==> config.mk <==
export PLATFORM = sky130hd
export DESIGN_NAME = lcd_bus_ctrl
export DESIGN_NICKNAME = d
export VERILOG_FILES = /design/src/rtl/lcd_bus_pkg.sv /design/src/rtl/lcd_phase_timer.sv /design/src/rtl/lcd_bus_ctrl.sv
export SDC_FILE = /design/constraint.sdc
export NUM_CORES = 1
export LEC_CHECK = 0
export CAP_MARGIN = 20
export CORE_MARGIN = 1
export CORE_UTILIZATION = 36
export DETAILED_ROUTE_END_ITERATION = 6
export GPL_TIMING_DRIVEN = 1
export PLACE_DENSITY_LB_ADDON = 0.25
export SYNTH_ARGS = -nofsm -noshare
export SYNTH_HDL_FRONTEND = slang
export SYNTH_SLANG_ARGS = --single-unit
==> constraint.sdc <==
create_clock -name iCLK -period 3.15 [get_ports iCLK]
set_input_delay 0.4725 -clock iCLK [delete_from_list [all_inputs] [get_ports iCLK]]
set_output_delay 0.4725 -clock iCLK [all_outputs]
set_load 0.01 [all_outputs]
==> src/rtl/lcd_bus_pkg.sv <==
// Shared types and constants for the HD44780-style LCD bus engine.
// Holds the FSM state encoding, default bus timing and the common panel command codes.
package lcd_bus_pkg;

  typedef enum logic [2:0] {
    ST_IDLE,
    ST_SETUP,
    ST_STROBE,
    ST_HOLD,
    ST_P_SETUP,
    ST_P_STROBE,
    ST_P_HOLD,
    ST_DONE
  } lcd_state_e;

  localparam int DEF_T_AS     = 2;
  localparam int DEF_T_EN     = 16;
  localparam int DEF_T_H      = 2;
  localparam int DEF_POLL_BF  = 1;
  localparam int DEF_POLL_MAX = 1024;

  localparam int LCD_BF_BIT = 7;

  localparam logic [7:0] LCD_CMD_CLEAR        = 8'h01;
  localparam logic [7:0] LCD_CMD_ENTRY        = 8'h06;
  localparam logic [7:0] LCD_CMD_DISPLAY_ON   = 8'h0C;
  localparam logic [7:0] LCD_CMD_FUNC_8BIT_2L = 8'h38;
  localparam logic [7:0] LCD_CMD_DDRAM_LINE2  = 8'hC0;

  function automatic int lcd_max3(input int a, input int b, input int c);
    int m;
    m = (a > b) ? a : b;
    return (m > c) ? m : c;
  endfunction

endpackage

==> src/rtl/lcd_phase_timer.sv <==
// Loadable down-counter with a zero flag that times every bus phase.
// A load of N-1 on phase entry makes the zero flag rise in the phase's last cycle.
module lcd_phase_timer #(
  parameter int CW = 5
) (
  input  logic          iCLK,
  input  logic          iRST,
  input  logic          load_i,
  input  logic [CW-1:0] load_val_i,
  output logic          zero_o
);

  logic [CW-1:0] cnt_q, cnt_d;

  // Saturates at zero so an idle timer never wraps.
  always_comb begin
    cnt_d = cnt_q;
    if (load_i) begin
      cnt_d = load_val_i;
    end else if (cnt_q != '0) begin
      cnt_d = cnt_q - CW'(1);
    end
  end

  always_ff @(posedge iCLK) begin
    if (iRST) begin
      cnt_q <= '0;
    end else begin
      cnt_q <= cnt_d;
    end
  end

  assign zero_o = (cnt_q == '0);

endmodule

==> src/rtl/lcd_bus_ctrl.sv <==
// Single-transaction engine for an HD44780-style 8-bit LCD bus with read-back
// and optional busy-flag polling after every write.
module lcd_bus_ctrl
  import lcd_bus_pkg::*;
#(
  parameter int T_AS     = DEF_T_AS,
  parameter int T_EN     = DEF_T_EN,
  parameter int T_H      = DEF_T_H,
  parameter int POLL_BF  = DEF_POLL_BF,
  parameter int POLL_MAX = DEF_POLL_MAX
) (
  input  logic       iCLK,
  input  logic       iRST,
  input  logic [7:0] iDATA,
  input  logic       iRS,
  input  logic       iRW,
  input  logic       iStart,
  output logic       oDone,
  output logic       oBusy,
  output logic [7:0] oRDATA,
  output logic       oTimeout,
  output logic [7:0] LCD_DATA_O,
  input  logic [7:0] LCD_DATA_I,
  output logic       LCD_DATA_OE,
  output logic       LCD_RW,
  output logic       LCD_RS,
  output logic       LCD_EN
);

  localparam int TMAX = lcd_max3(T_AS, T_EN, T_H);
  localparam int CW   = $clog2(TMAX + 1);
  localparam int PW   = $clog2(POLL_MAX + 1);

  lcd_state_e    state_q, state_d;
  logic          rs_q, rs_d;
  logic          rw_q, rw_d;
  logic          oe_q, oe_d;
  logic [7:0]    dout_q, dout_d;
  logic          host_rd_q, host_rd_d;
  logic [7:0]    rdata_q, rdata_d;
  logic          tmo_q, tmo_d;
  logic [PW-1:0] poll_q, poll_d;
  logic          en_q, en_d;
  logic          busy_q, busy_d;
  logic          done_q, done_d;
  logic          start_prev_q;
  logic          start_blk_q;
  logic          launch;
  logic          tmr_load;
  logic [CW-1:0] tmr_val;
  logic          tmr_zero;

  function automatic logic [CW-1:0] phase_len(input lcd_state_e s);
    case (s)
      ST_SETUP,  ST_P_SETUP:  return CW'(T_AS - 1);
      ST_STROBE, ST_P_STROBE: return CW'(T_EN - 1);
      ST_HOLD,   ST_P_HOLD:   return CW'(T_H - 1);
      default:                return '0;
    endcase
  endfunction

  function automatic logic is_timed(input lcd_state_e s);
    return (s != ST_IDLE) && (s != ST_DONE);
  endfunction

  // A level already high when reset releases stays blocked until it drops.
  assign launch = iStart && !start_prev_q && !start_blk_q;

  always_comb begin
    state_d   = state_q;
    rs_d      = rs_q;
    rw_d      = rw_q;
    oe_d      = oe_q;
    dout_d    = dout_q;
    host_rd_d = host_rd_q;
    rdata_d   = rdata_q;
    tmo_d     = tmo_q;
    poll_d    = poll_q;
    case (state_q)
      ST_IDLE: begin
        if (launch) begin
          state_d   = ST_SETUP;
          rs_d      = iRS;
          rw_d      = iRW;
          oe_d      = !iRW;
          dout_d    = iDATA;
          host_rd_d = iRW;
          tmo_d     = 1'b0;
          poll_d    = '0;
        end
      end
      ST_SETUP: begin
        if (tmr_zero) state_d = ST_STROBE;
      end
      ST_STROBE: begin
        if (tmr_zero) begin
          state_d = ST_HOLD;
          if (host_rd_q) rdata_d = LCD_DATA_I;
        end
      end
      ST_HOLD: begin
        if (tmr_zero) begin
          if (!host_rd_q && (POLL_BF != 0)) begin
            state_d = ST_P_SETUP;
            rs_d    = 1'b0;
            rw_d    = 1'b1;
            oe_d    = 1'b0;
          end else begin
            state_d = ST_DONE;
          end
        end
      end
      ST_P_SETUP: begin
        if (tmr_zero) state_d = ST_P_STROBE;
      end
      ST_P_STROBE: begin
        if (tmr_zero) begin
          state_d = ST_P_HOLD;
          rdata_d = LCD_DATA_I;
        end
      end
      ST_P_HOLD: begin
        if (tmr_zero) begin
          if (!rdata_q[LCD_BF_BIT]) begin
            state_d = ST_DONE;
          end else if ((poll_q + PW'(1)) == PW'(POLL_MAX)) begin
            poll_d  = poll_q + PW'(1);
            tmo_d   = 1'b1;
            state_d = ST_DONE;
          end else begin
            poll_d  = poll_q + PW'(1);
            state_d = ST_P_SETUP;
          end
        end
      end
      ST_DONE: begin
        state_d = ST_IDLE;
        rs_d    = 1'b0;
        rw_d    = 1'b0;
        oe_d    = 1'b0;
        dout_d  = '0;
      end
      default: state_d = ST_IDLE;
    endcase
  end

  // Strobe/busy/done are decoded from the next state so they register in step with it.
  always_comb begin
    en_d     = (state_d == ST_STROBE) || (state_d == ST_P_STROBE);
    busy_d   = (state_d != ST_IDLE);
    done_d   = (state_d == ST_DONE);
    tmr_load = (state_d != state_q) && is_timed(state_d);
    tmr_val  = phase_len(state_d);
  end

  lcd_phase_timer #(
    .CW(CW)
  ) u_timer (
    .iCLK      (iCLK),
    .iRST      (iRST),
    .load_i    (tmr_load),
    .load_val_i(tmr_val),
    .zero_o    (tmr_zero)
  );

  always_ff @(posedge iCLK) begin
    if (iRST) begin
      state_q      <= ST_IDLE;
      rs_q         <= 1'b0;
      rw_q         <= 1'b0;
      oe_q         <= 1'b0;
      dout_q       <= '0;
      host_rd_q    <= 1'b0;
      rdata_q      <= '0;
      tmo_q        <= 1'b0;
      poll_q       <= '0;
      en_q         <= 1'b0;
      busy_q       <= 1'b0;
      done_q       <= 1'b0;
      start_prev_q <= 1'b0;
      start_blk_q  <= iStart;
    end else begin
      state_q      <= state_d;
      rs_q         <= rs_d;
      rw_q         <= rw_d;
      oe_q         <= oe_d;
      dout_q       <= dout_d;
      host_rd_q    <= host_rd_d;
      rdata_q      <= rdata_d;
      tmo_q        <= tmo_d;
      poll_q       <= poll_d;
      en_q         <= en_d;
      busy_q       <= busy_d;
      done_q       <= done_d;
      start_prev_q <= iStart;
      start_blk_q  <= start_blk_q && iStart;
    end
  end

  assign oDone       = done_q;
  assign oBusy       = busy_q;
  assign oRDATA      = rdata_q;
  assign oTimeout    = tmo_q;
  assign LCD_DATA_O  = dout_q;
  assign LCD_DATA_OE = oe_q;
  assign LCD_RW      = rw_q;
  assign LCD_RS      = rs_q;
  assign LCD_EN      = en_q;

endmodule

### Yosys cells after proc, flatten, opt, wreduce, memory -nomap -nowiden

Cells that the tools add are included.

| cells by class | value |
|---|---|
| add/sub/neg operators | 2 |
| equal/unequal tests | 26 |
| mux-type cells | 40 |
| reductions and logical operators | 26 |

Operators by type and width:

| operator | number |
|---|---|
| 11-bit two-way mux | 3 |
| 8-bit two-way mux | 4 |
| 8-bit one-hot mux with 2 select lines | 2 |
| 3-bit equality test (second input constant) | 8 |
| 3-bit one-hot mux with 8 select lines | 1 |
| 11-bit one-hot mux with 2 select lines | 1 |
| 3-bit two-way mux | 7 |
| 2-bit != test (second input constant) | 9 |
| 3-bit by 2-bit equality test with 1-bit output (second input constant) | 4 |
| 1-bit two-way mux | 12 |
| 4-bit AND reduction | 3 |
| 11-bit by 1-bit adder with 11-bit output (second input constant) | 1 |
| 11-bit equality test (second input constant) | 1 |
| 5-bit two-way mux | 2 |
| 1-bit one-hot mux with 3 select lines | 3 |
| 4-bit one-hot mux with 2 select lines | 1 |
| 2-bit nonzero test | 4 |
| 3-bit by 1-bit equality test with 1-bit output (second input constant) | 2 |
| 2-bit two-way mux | 3 |
| 3-bit nonzero test | 2 |
| 1-bit logical AND | 5 |
| 5-bit zero test | 1 |
| 5-bit AND reduction | 1 |
| 5-bit nonzero test | 1 |
| 10 further kinds | 13 |

| storage, ports and cells | value |
|---|---|
| flip-flop bits (word level) | 45 |
| output and inout bits | 23 |
| logic and storage cells | 109 |

### Logic depth before layout (Yosys ltp)

| logic depth | value |
|---|---|
| depth after elaboration | 10 |
| depth in mapped cells | 9 |
| mapped depth without buffers | 9 |

### Modules after synthesis

A second synthesis with hierarchy kept.

| second synthesis, totals | value |
|---|---|
| cell total of the unflattened synthesis | 278 |
| area total of the unflattened synthesis | 2299.7 µm² |

By module, submodules not included:

| module | times used | cells an instance | area an instance (µm²) |
|---|---|---|---|
| lcd_bus_ctrl | 1 | 246 | 2011.9 |
| lcd_phase_timer | 1 | 32 | 287.8 |

### Worst setup path after synthesis

Ideal clock, no wire load.

| timing path | value |
|---|---|
| path kind | register to register |
| start point | reg u_timer.cnt_q[0] |
| end point | reg u_timer.cnt_q[1] |
| setup time | 0.122 ns |
| data arrival time | 2.054 ns |
| required time | 3.028 ns |
| setup slack | 0.974 ns |
| stages on the path, launching flop included | 10 |
| clock period less this slack | 2.176 ns |
| cell sequence | dfxtp_1 inv_1 ha_1 or4b_4 a21oi_2 a31oi_1 or4_4 o211a_1 o21ai_2 a21oi_1 |

| on the way | value |
|---|---|
| longest elaborated chain between the ends | 7 |
| elaborated cells on any way between the ends | 27 |
| those cells by class | add/sub: 1; eq/ne: 8; mux: 10; reduce/logical: 8 |

RTL lines:

| element | RTL line | source |
|---|---|---|
| from (decl) | lcd_phase_timer.sv:13 | `logic [CW-1:0] cnt_q, cnt_d;` |
| from (signal assigned) | lcd_phase_timer.sv:29 | `cnt_q <= cnt_d;` |
| 5-bit zero test | lcd_phase_timer.sv:33 | `assign zero_o = (cnt_q == '0);` |
| 3-bit two-way mux, or another cell as far along | lcd_bus_ctrl.sv:123 | `if (tmr_zero) begin` |
| 3-bit one-hot mux with 8 select lines | lcd_bus_ctrl.sv:79 | `case (state_q)` |
| 3-bit by 2-bit equality test with 1-bit output, or another cell as far along | lcd_bus_ctrl.sv:54 | `case (s)` |
| 4-bit OR reduction (no line), or another cell as far along | - |  |
| 4-bit one-hot mux with 2 select lines / 1-bit logical AND (equally long branches) | lcd_bus_ctrl.sv:54, lcd_bus_ctrl.sv:152 |  |
| 5-bit two-way mux / 2-bit nonzero test (equally long branches) | - |  |

Several ways; a longest one is shown, not always the timed one. The select of a mux whose other input is x is not followed.
A chain may end at the register's enable or synchronous reset.

### Worst setup path after layout

Same ends and word-level chain as after synthesis.

==> metrics.txt <==
crit-path cells inv_1 -> ha_1 -> or4b_4 -> a21oi_2 -> a31oi_1 -> or4_4 -> o211a_1 -> o21ai_2 -> a21oi_1; Max Cap Viol 0; post-synthesis register bit count 45; top post-synthesis cells by area dfxtp_1, nand2_1, a21oi_1, nor2_1, mux2i_1; Final Net Count 340; Reg2Reg Launch Point u_timer.cnt_q[0]; critical path arrival ~2.6 ns; top post-synthesis cells by count dfxtp_1, nand2_1, nor2_1, a21oi_1, o21ai_0; Routed WL 4940 um; Routed Antenna Nets 0; post-synth top area cell dfxtp_1; routed len/inst roughly 13 um; DR vias a little over 2000; Pwr Density 557 mW/mm2; Most used DFF post-synth dfxtp_1; EDFF count, synth 0; clock-pin slew on the worst setup and hold paths approximately 0.090 ns; Num CTS Buffers 5; Max Slew Vio Count 0; synth warn 0; crit end category register; top cell type's share of synthesized area 0.404; starting density of the core 0.374; DIE WIDTH slightly above 80 um; H-tree levels 2; HP Class register to register; VDD IR-drop max a little under 0.4 mV; final worst-path cycle share 0.778; WP buf/inv 1; Port Buffer Count 43; final worst slack roughly 0.7 ns; Max Clock Freq approximately 400 MHz; CP max stage delay ~0.58 ns; Synth Cell Area between 0.002 and 0.0025 mm2; Post-DP HPWL roughly 3500 um; share of cells above drive strength 1 0.0786; total power roughly 1.6 mW; clock latency on the worst-skew pair about 0.30 ns; Clock Skew between 0.006 and 0.007 ns; vias per cell about 5.3; slew margin rel. 0.446; required time of the critical path 3.34 ns; post-cts resize count 0; Hold Crit Start LCD_DATA_O[0]; post-synthesis async set-or-reset flop share 0; most frequent cell after synthesis dfxtp_1; DRC Markers 0; All-Layer GR Usage 0.162; CTS max path bufs 2; type of origin of the critical path register; maximum fanout along the worst path 13; final core occ 0.470; die height around 81 um; leakage about 1.0 nW; gpl congestion a little over 0.9; num ports 44; status complete, no violations; design area 0.00280 mm2; grt ovf 0; Synth Net Count between 300 and 400; clk sinks 45; sequential fraction of the synthesis area 0.404; CTS tree yes; RSZ-0062 raised after global routing false; Antenna diodes 0; CP startpoint u_timer.cnt_q[0]; Slew @ Worst Pin between 0.8 and 0.9 ns; Die ar. between 0.006 and 0.007 mm2; Place WS between 0.6 and 0.7 ns; area delta synth->final 25.6%; Netlist cell types 53; Crit-path slowest cell or4b_4; Setup Buffers After CTS 0; Setup TNS Final 0 ns; critical path class register to register; Area after DPL ~0.0027 mm2; CTS root buf clkbuf_8; DRT Pass-1 Iters 4; Hold-fix buffers, CTS 0; post-synthesis cell count between 200 and 300; initial antenna violation count 0; Syn Area/Cell 7.95 um2; CP top delay family simple AND/OR/NAND/NOR gates; first-pass GRT wire length 8160 um; Final Hold Fails 0; final setup fails 0; Core Area between 0.005 and 0.006 mm2; largest net degree at the start of global routing 23; vias in the first global route 1718; minimum clock period approximately 2.5 ns; Rows 28; initial drt markers 171
==> stage by stage <==
stage | hold slack (ns) | instances
after floorplan | 0.442 | 280
after global placement | 0.441 | 385
after detailed placement | 0.448 | 385
after CTS | 0.460 | 393
after global routing | 0.478 | 393
final | 0.456 | 393
==> report_power, final <==
part	leakage, nW	switching, mW	internal (mW)
Sequential	0.366	0.0616	0.622
Clock	0.0445	0.200	0.157
Combinational	0.613	0.271	0.245
==> registers in the layout (all words and copies together), names as in the netlist <==
signal / cells
poll_q: 11
u_timer.cnt_q: 5
start_prev_q: 1
LCD_RW: 1
host_rd_q: 1
LCD_EN: 1
state_q: 3
LCD_DATA_O: 8
LCD_DATA_OE: 1
oTimeout: 1
LCD_RS: 1
oBusy: 1
oRDATA: 8
oDone: 1
start_blk_q: 1
==> layer usage <==
layer / GRT usage / share of wire
met4: 0.0589 / 0.012
met5: 0 / 0
met3: 0.0273 / 0.043
met2: 0.243 / 0.46
met1: 0.231 / 0.48
==> placed cells by master, fill, tap and decap left out, types with 2 or more instances in the layout <==
cell and n:
a211o_1 2, a211oi_1 2, a21oi_1 30, a311oi_1 3, a31oi_1 4, and2_1 3, buf_4 5, clkbuf_8 5
clkdlybuf4s50_1 43, dfxtp_1 45, ha_1 2, inv_1 4, mux2i_1 10, nand2_1 42, nand2b_1 3, nand3_1 11
nand4_1 5, nor2_1 37, nor2b_1 2, nor3_1 8, nor4_1 2, o21a_1 2, o21ai_0 13, or3_1 3
xor2_1 2
==> cell families after synthesis <==
logic type                 synth area share
AOI/OAI and AO/OA                     0.196
xor gates and xnor gates             0.0118
adders and majority gates            0.0112
buffers and inverters                0.0433
DFF                                   0.404
muxes                                0.0449
and+or+nand+nor                       0.289
==> cell type report <==
cell class,count,area (um2)
clock buffer,5,68.8
inverter,4,15.0
multi-input combinational,213,1230
sequential,45,901
timing repair buffer,48,468
clock inverter,3,21.3
tap,75,93.8
fill,615,3160
==> worst min-delay path, stage by stage, from the launching register on <==
cell	delay [ns]
dfxtp_1	0.32
nand2_1	0.05
a21oi_1	0.05
==> path summary, 6_finish.rpt <==
kind	to	slack, ns	cells after the start
setup / recovery	u_timer.cnt_q[1]	0.70	9
hold / removal	LCD_DATA_O[0]	0.46	2
setup reg to reg	u_timer.cnt_q[1]	0.70	9
hold reg to reg	LCD_DATA_O[0]	0.46	2
Power figures use the tool's default switching activity.
